**config.mk**
```make
export PLATFORM = sky130hd
export DESIGN_NAME = hal_sync_filter
export DESIGN_NICKNAME = d
export VERILOG_FILES = /design/src/rtl/hal_sync_pkg.sv /design/src/rtl/hal_sync_filter_bit.sv /design/src/rtl/hal_sync_filter.sv
export SDC_FILE = /design/constraint.sdc
export NUM_CORES = 1
export LEC_CHECK = 0
export CORE_AREA = 2 2 39 41
export CTS_CLUSTER_DIAMETER = 150
export DETAILED_ROUTE_END_ITERATION = 8
export DIE_AREA = 0 0 41 43
export PLACE_DENSITY = 0.37
export REMOVE_ABC_BUFFERS = 1
export SYNTH_ARGS = -nofsm -noshare
export SYNTH_HDL_FRONTEND = slang
export SYNTH_SLANG_ARGS = --single-unit
```
**constraint.sdc**
```tcl
create_clock -name clk -period 1.2 [get_ports clk]
set_input_delay 0.3 -clock clk [delete_from_list [all_inputs] [get_ports clk]]
set_output_delay 0.3 -clock clk [all_outputs]
set_load 0.01 [all_outputs]
```
**src/rtl/hal_sync_pkg.sv**
```systemverilog
// Shared definitions for the HAL synchronizer family: sizing helper and
// structural limits used by hal_sync_filter and its per-bit filter.
package hal_sync_pkg;

    localparam int MIN_SYNC_DEPTH = 2;

    // Width of a counter that must hold 0..n-1, never narrower than one bit.
    function automatic int clog2_min1(input int n);
        return (n <= 2) ? 1 : $clog2(n);
    endfunction

endpackage

```
**src/rtl/hal_sync_filter_bit.sv**
```systemverilog
// One bit of the stability filter: counts consecutive cycles the synchronized
// input disagrees with dout, then follows it and emits a registered edge pulse.
module hal_sync_filter_bit
    import hal_sync_pkg::*;
#(
    parameter int   STABLE_CYCLES = 4,
    parameter logic RESET_VALUE   = 1'b0
) (
    input  logic clk,
    input  logic rst,
    input  logic s,
    output logic dout,
    output logic rise,
    output logic fall
);

    localparam int              CW      = clog2_min1(STABLE_CYCLES);
    localparam logic [CW-1:0]   CNT_MAX = CW'(STABLE_CYCLES - 1);

    logic [CW-1:0] cnt;

    // NOTE: all state here updates with <= so every flop samples the same
    // pre-edge values; blocking assignments would chain dout into rise/fall.
    always_ff @(posedge clk) begin
        if (rst) begin
            dout <= RESET_VALUE;
            cnt  <= '0;
            rise <= 1'b0;
            fall <= 1'b0;
        end else begin
            rise <= 1'b0;
            fall <= 1'b0;
            if (s == dout) begin
                cnt <= '0;
            end else if (cnt == CNT_MAX) begin
                // Pulse lands on the same edge dout takes its new value.
                dout <= s;
                cnt  <= '0;
                rise <= s;
                fall <= ~s;
            end else begin
                cnt <= cnt + CW'(1);
            end
        end
    end

endmodule

```
**src/rtl/hal_sync_filter.sv**
```systemverilog
// WIDTH-bit level synchronizer with per-bit glitch filter and rise/fall pulses.
// Bits are independent; this is not a coherent bus synchronizer.
module hal_sync_filter
    import hal_sync_pkg::*;
#(
    parameter int               WIDTH         = 1,
    parameter int               DEPTH         = 2,
    parameter int               STABLE_CYCLES = 4,
    parameter logic [WIDTH-1:0] RESET_VALUE   = '0
) (
    input  logic             clk,
    input  logic             rst,
    input  logic [WIDTH-1:0] din,
    output logic [WIDTH-1:0] dout,
    output logic [WIDTH-1:0] rise,
    output logic [WIDTH-1:0] fall
);

    if (DEPTH < MIN_SYNC_DEPTH) begin : g_depth_check
        $error("hal_sync_filter: DEPTH must be >= %0d", MIN_SYNC_DEPTH);
    end

    if (STABLE_CYCLES < 1) begin : g_stable_check
        $error("hal_sync_filter: STABLE_CYCLES must be >= 1");
    end

    logic [WIDTH-1:0] stage [DEPTH];
    logic [WIDTH-1:0] s;

    // NOTE: the sync stages are reset to RESET_VALUE as well as dout, so the
    // filter sees s == dout at release and reset can never produce an edge.
    always_ff @(posedge clk) begin
        if (rst) begin
            for (int k = 0; k < DEPTH; k++) begin
                stage[k] <= RESET_VALUE;
            end
        end else begin
            stage[0] <= din;
            for (int k = 1; k < DEPTH; k++) begin
                stage[k] <= stage[k-1];
            end
        end
    end

    assign s = stage[DEPTH-1];

    for (genvar i = 0; i < WIDTH; i++) begin : g_bit
        hal_sync_filter_bit #(
            .STABLE_CYCLES (STABLE_CYCLES),
            .RESET_VALUE   (RESET_VALUE[i])
        ) u_bit (
            .clk  (clk),
            .rst  (rst),
            .s    (s[i]),
            .dout (dout[i]),
            .rise (rise[i]),
            .fall (fall[i])
        );
    end

endmodule

```
## Word-level counts from Yosys, hierarchy flattened

Memories as Yosys holds them, arrays and structs flattened.
Cells that the tools add are included.
W data, S select, Z words.

- $add $sub $neg: 1
- Eq/ne operators: 2
- Muxes and demuxes: 5
- Bitwise gates (word level): 5
- Reduce and logical (&&, ||, !) cells: 3

Operators by type and width:

| cell | count |
|---|---|
| $reduce_or A3 Y1 | 2 |
| $mux W1 | 5 |
| $not A1 Y1 | 3 |
| $add A2 B1 Y2 const B | 1 |
| $eq A2 B2 Y1 const B | 1 |
| $or A1 B1 Y1 | 2 |
| $reduce_and A2 Y1 | 1 |
| $eq A1 B1 Y1 | 1 |

- Register bits: 5
- Bits in writable memories: 2
- Bits of input ports: 3
- Output and inout port bits: 3
- Logic and storage cells: 21
- Memories kept: 1

Memories:

| memory | words | width | rd ports | clocked after memory_dff | write ports | line | source |
|---|---|---|---|---|---|---|---|
| stage | 2 | 1 | 2 | 0 | 2 | hal_sync_filter.sv:27 | `logic [WIDTH-1:0] stage [DEPTH];` |

## Depth between registers and ports, before layout

Gate-level depths: netlist of run 1.

- Depth in word-level cells: 3
- Mapped depth: 3
- Depth with buffers taken out: 3

## By module

From an unflattened synthesis of run 1, not the netlist that was laid out.

- Cell total of the unflattened synthesis: 17
- Area total of the unflattened synthesis: 234.0 sq um

Modules (own cells, without submodules):

| module | times used | cells each | area each (sq um) | sequential area each (sq um) |
|---|---|---|---|---|
| hal_sync_filter_bit | 1 | 13 | 181.4 | 100.1 |
| hal_sync_filter | 1 | 4 | 52.6 | 40.0 |

## Least setup slack after synthesis of run 1

OpenSTA, ideal clock, no wires.

- Path type: register to register
- Start: register g_bit[0].u_bit.cnt[0]
- End: register g_bit[0].u_bit.dout
- Setup time: 114 ps
- Data arrival time: 764 ps
- Slack: 321 ps
- Stages on the path, launching flop included: 4
- Buffers on the path: 0
- Cells stage by stage: dfxtp_1 > ha_1 > mux2i_1 > nor2_1

- Longest elaborated chain between the ends: 2

Ends and longest elaborated chain:

| what | line | source |
|---|---|---|
| from (decl) | hal_sync_filter_bit.sv:20 | `logic [CW-1:0] cnt;` |
| from (signal assigned) | hal_sync_filter_bit.sv:42 | `cnt <= cnt + CW'(1);` |
| $eq A2 B2 Y1 | hal_sync_filter_bit.sv:35 | `end else if (cnt == CNT_MAX) begin` |
| $reduce_and A2 Y1 (no line) | -- |  |
| to (signal assigned) | hal_sync_filter_bit.sv:37 | `dout <= s;` |
| to (decl) | hal_sync_filter_bit.sv:12 | `output logic dout,` |

No other way between the ends.
A chain may end at the register's enable or synchronous reset.

## Final worst setup path of run 1

- Start: register g_bit[0].u_bit.dout
- End: output dout

RTL lines:

| what | line | source |
|---|---|---|
| to (decl) | hal_sync_filter.sv:14 | `output logic [WIDTH-1:0] dout,` |

No word-level cell between the ends.

==> impl_metrics.ini, run 1 <==
[cells_and_area]
multi_input_area_um2 = 93.8
final.fill_count = 147
area_growth_pct = 46.0
diodes = 0
fin_nets = 33
drive_gt1_frac = 0.286
seq_area_um2 = 140

[sta]
final.setup.tns_ns = 0
fin_crit_sh = 0.940
tightest_slew_ns = 0.242
slew_viol_final = 0
hold_viol = 0
setup_violations = 0
whs_ns = 0.433
fmax_mhz = 887
max_slew_margin = 0.837
rsz0062_at_grt = no
finalClockSkew_ns = 0.00673
fin_crit_ns = 1.13

[global_route]
grt_pass1_vias = 153
grt_max_degree = 6
grt_util_all_layers = 0.0634
grt_pass1_wl_um = 641
antenna_found_initial = 0
grt-ovfl-total = 0

[synth]
synth_cell_type_count = 9
synth_top_cell_by_area = dfxtp_1
synth.area.top_cells = dfxtp_1 60%, and4bb_2 11%, nor4b_2 6.4%
syn_area_um2 = 234
avgSynthCellArea_um2 = 13.8
synth-seq-cells = 7
synthCells = 17
yosys.area.top_type_share = 0.599
synth_warnings = 0
ys_seq_area_frac = 0.599

[min_path]
hp-start = g_bit[0].u_bit.cnt[0]
min_path_cells = 1
hold_end = g_bit[0].u_bit.cnt[0]
hold_path_class = reg2reg

[clock_network]
root_buffer = clkbuf_4
cts-buffers-inserted = 3
cts_tree = yes
clock_latency_ns = 0.25
cts_sinks = 7
clk_pin_slew_worst_paths_ns = 0.05
cts_setup_buffers = 0
clock_path_buffers = 2
cts_max_level = 1

[critical_path]
critPathRequiredTime_ns = 0.90
r2r_setup_slack_ns = 0.23
crit_slowest_cell = dfxtp_1
cpPeakStageDelay_ns = 0.32
crit_fanout = 2
r2r-end = g_bit[0].u_bit.dout
path_class = reg2out
cp-end-kind = output pin
worstPathCellList = dlygate4sd2_1
cp.arrival_ns = 0.83
cp-start-kind = flop
rr_startpoint = g_bit[0].u_bit.cnt[0]
critPathTopFamily = flip-flops
crit_buf_inv = 1
r2r_cells = 3

[run_status]
status = finished clean

[floorplan]
dieHeight_um = 43
ios = 6
initial_utilization = 0.169
dieArea_mm2 = 0.00176
rows = 14
core_area_mm2 = 0.00138
die_x_um = 41

[detailed_routing]
antenna_left = 0
first_pass_iters = 2
wl_per_cell_um = 8.27
dr_total_vias = 157
drc = 0
via_per_inst = 3.57
drt_iter0_drc = 1
route.final.wire_length_um = 364

[job]
cap_violations = 0

[placed_design]
place_congestion = 0.602
dp_hpwl_um = 279
port_buffers = 5

[power_and_ir_drop]
leakage_uw = 0.000143
peakVddDrop_v = 0.000378
power_density_mw_per_mm2 = 1360
[worst reg2reg max path: stages, from the launching register on]
cell     delay, ns
dfxtp_1       0.33
ha_1          0.26
mux2i_1       0.21
nor2_1        0.05
[synth_stat cells]
master and count:
ha_1 1, and4bb_2 2, nor4b_2 1, dfxtp_1 7, nor4_1 1, xnor2_1 1
nor2b_1 2, nor2_1 1, mux2i_1 1
[report_power, final]
part | internal, µW | switching, µW
clock | 126 | 79.8
sequential | 237 | 2.22
combinational | 12.2 | 5.79
[timing repair]
item                                    CTS  global route
endpoints found under the setup margin    3             0
gates resized for setup                   3             0
hold buffers                              0             0
[state kept, by name (all words and copies together) (netlist names)]
signal and count:
g_bit.u_bit.dout 1, g_bit.u_bit.cnt 2, stage 2, g_bit.u_bit.fall 1, g_bit.u_bit.rise 1
[per-stage QoR]
stage	setup slack, ns	cells	util	cell area (µm²)	total power, µW
finish	0.0721	44	0.247	342	463
detailed placement	-0.0333	40	0.231	319	262
CTS	0.0511	44	0.247	342	478
global placement	-0.0316	40	0.231	319	262
floorplan	0.321	17	-	234	249
global route	0.0381	44	0.247	342	495
[cell usage in the layout, fill, tap and decap left out]
cell,count
clkdlybuf4s50_1,2
dlygate4sd2_1,3
nor4_1,1
mux2i_1,1
nor4b_2,1
clkbuf_1,1
and4bb_2,2
nor2_1,1
dfxtp_1,7
clkbuf_4,3
buf_4,2
nor2b_1,2
xnor2_1,1
ha_1,1
[area by class of cell]
class	count	area share
Sequential cell	7	0.410
Multi-Input combinational cell	10	0.275
Timing Repair Buffer	7	0.179
Clock buffer	4	0.0769
Tap cell	16	0.0586
[metal layers]
layer,wire [µm],track usage
met1,164,0.0617
met2,172,0.0719
met3,27,0.0471
met4,0,0.0800
met5,0,0
[how the worst max path moves through the flow]
stage	from	to	slack, ns	cells after the start
CTS	g_bit[0].u_bit.dout	dout	0.05	1
global route	g_bit[0].u_bit.dout	dout	0.04	1
finish	g_bit[0].u_bit.dout	dout	0.07	1
floorplan	g_bit[0].u_bit.cnt[0]	g_bit[0].u_bit.dout	0.32	3
global placement	rst	g_bit[0].u_bit.rise	-0.03	2
detailed placement	rst	g_bit[0].u_bit.fall	-0.03	2
[cell families (layout without fill, tap and decap cells)]
kind of cell             Yosys count  after routing  share of synthesized area
multiplexers                       1              1                     0.0428
adder cells (fa/ha/maj)            1              1                     0.0535
XOR/XNOR                           1              1                     0.0374
buffers and inverters              0             11                          0
flip-flops                         7              7                      0.599
AND/OR/NAND/NOR                    7              7                      0.267
(Power assumes the default switching activity.)
==> run 2: changes to the inputs <==
--- a/config.mk
+++ b/config.mk
@@ -9,7 +9,9 @@
 export CTS_CLUSTER_DIAMETER = 150
 export DETAILED_ROUTE_END_ITERATION = 8
 export DIE_AREA = 0 0 41 43
-export PLACE_DENSITY = 0.37
+export DONT_BUFFER_PORTS = 1
+export HOLD_SLACK_MARGIN = 0.03
+export PLACE_DENSITY = 0.31
 export REMOVE_ABC_BUFFERS = 1
 export SYNTH_ARGS = -nofsm -noshare
 export SYNTH_HDL_FRONTEND = slang
==> impl_metrics.ini, run 2 (synthesis gave the netlist of run 1 again) <==
[run_status]
status = finished clean

[global_route]
antenna_found_initial = 0
grt-ovfl-total = 0
grt_pass1_vias = 129
grt_max_degree = 8
grt_pass1_wl_um = 489
grt_util_all_layers = 0.0493

[floorplan]
ios = 6
die_x_um = 41
rows = 14
dieHeight_um = 43
initial_utilization = 0.169
core_area_mm2 = 0.00138
dieArea_mm2 = 0.00176

[placed_design]
dp_hpwl_um = 240
dp_slack_ns = 0.246
place_congestion = 0.624
port_buffers = 0
postPlaceCellArea_um2 = 254

[power_and_ir_drop]
power.switching_fraction = 0.183
leakage_uw = 0.000101
cell_internal_pwr_uw = 368
power_switching_uw = 82.3
comb_power_share = 0.014
peakVddDrop_v = 0.000525
power_density_mw_per_mm2 = 1610
p_seq_frac = 0.531
pwr-share-clk = 0.455

[sta]
max_slew_margin = 0.849
fmax_mhz = 1020
whs_ns = 0.122
final.setup.tns_ns = 0
finalClockSkew_ns = 0.00223
tightest_slew_ns = 0.225
rsz0062_at_grt = no
slew_viol_final = 0
hold_viol = 0
fin_crit_sh = 0.815
setup_violations = 0
worst_slack_ns = 0.222
fin_crit_ns = 0.978

[min_path]
hold_end = stage[0][0]
hold_path_class = in2reg
min_path_cells = 1
hp-start = rst

[detailed_routing]
drc = 0
antenna_left = 0
wl_per_cell_um = 8.70
via_per_inst = 3.70
first_pass_iters = 4
drt_iter0_drc = 4
dr_total_vias = 137
route.final.wire_length_um = 322

[clock_network]
clk_pin_slew_worst_paths_ns = 0.05
cts_max_level = 1
clock_path_buffers = 2
clock_latency_ns = 0.24
post_cts_resize_count = 0
root_buffer = clkbuf_4
cts_tree = yes
cts_sinks = 7
cts-buffers-inserted = 3
cts_setup_buffers = 0
cts_hold_buf = 0

[critical_path]
rr_startpoint = g_bit[0].u_bit.cnt[0]
cp-end-kind = output pin
r2r_cells = 3
r2r_setup_slack_ns = 0.24
cp-start-kind = flop
crit_fanout = 5
path_class = reg2out
critPathRequiredTime_ns = 0.90
r2r-end = g_bit[0].u_bit.dout
cp.arrival_ns = 0.68

[cells_and_area]
area_growth_pct = 19.8
final_cell_mix = 7 x dfxtp_1, 3 x clkbuf_4, 2 x and4bb_2, 2 x nor2b_1
final_common_cell = dfxtp_1
fin_area_um2 = 280
reg_top3 = g_bit.u_bit.cnt: 2 flops, stage: 2 flops
final.fill_count = 153
fin_nets = 26
drive_gt1_frac = 0.286
diodes = 0

[job]
cap_violations = 0
==> run 2: cell types whose count changed in the layout (fill, tap and decap cells not counted), sizes merged <==
| cell | before | now |
|---|---|---|
| dlygate4sd2 | 3 | 0 |
| buf | 2 | 0 |
| clkdlybuf4s50 | 2 | 0 |
==> run 2: worst max-delay path by stage <==
stage | from | endpoint | cells past startpoint | slack (ns)
2_1_floorplan | g_bit[0].u_bit.cnt[0] | g_bit[0].u_bit.dout | 3 | 0.32
3_3_place_gp | g_bit[0].u_bit.cnt[0] | g_bit[0].u_bit.dout | 3 | 0.26
3_5_place_dp | g_bit[0].u_bit.cnt[0] | g_bit[0].u_bit.dout | 3 | 0.25
4_1_cts | g_bit[0].u_bit.dout | dout | 0 | 0.20
5_1_grt | g_bit[0].u_bit.cnt[0] | g_bit[0].u_bit.cnt[0] | 2 | 0.12
6_report | g_bit[0].u_bit.dout | dout | 0 | 0.22
==> run 2: power groups by stage <==
stage | sequential [µW] | combinational, µW | clock (µW)
after floorplan | 243 | 5.92 | 0
after global placement | 244 | 6.20 | 0
after detailed placement | 244 | 6.40 | 0
after CTS | 239 | 6.30 | 218
after global routing | 239 | 7.20 | 237
final | 239 | 6.25 | 205
==> run 2: through the flow <==
stage | power, µW | utilization | instances
floorplan | 249 | - | 17
global placement | 250 | 0.184 | 33
detailed placement | 250 | 0.184 | 33
CTS | 463 | 0.203 | 37
global route | 483 | 0.203 | 37
finish | 450 | 0.203 | 37
==> run 2: metal layers <==
layer | GRT usage | up-vias | routed length, µm
met5 | 0 | - | 0
met1 | 0.0422 | 59 | 151
met4 | 0.0200 | 0 | 0
met2 | 0.0500 | 8 | 137
met3 | 0.0890 | 0 | 34
li1 | - | 70 | -
==> run 2: layout make-up <==
| class | instances | area (µm²) | share of cell area |
|---|---|---|---|
| tap | 16 | 20.0 | 0.0714 |
| clock buffer | 4 | 26.3 | 0.0937 |
| multi-input combinational | 10 | 93.8 | 0.335 |
| sequential | 7 | 140 | 0.500 |
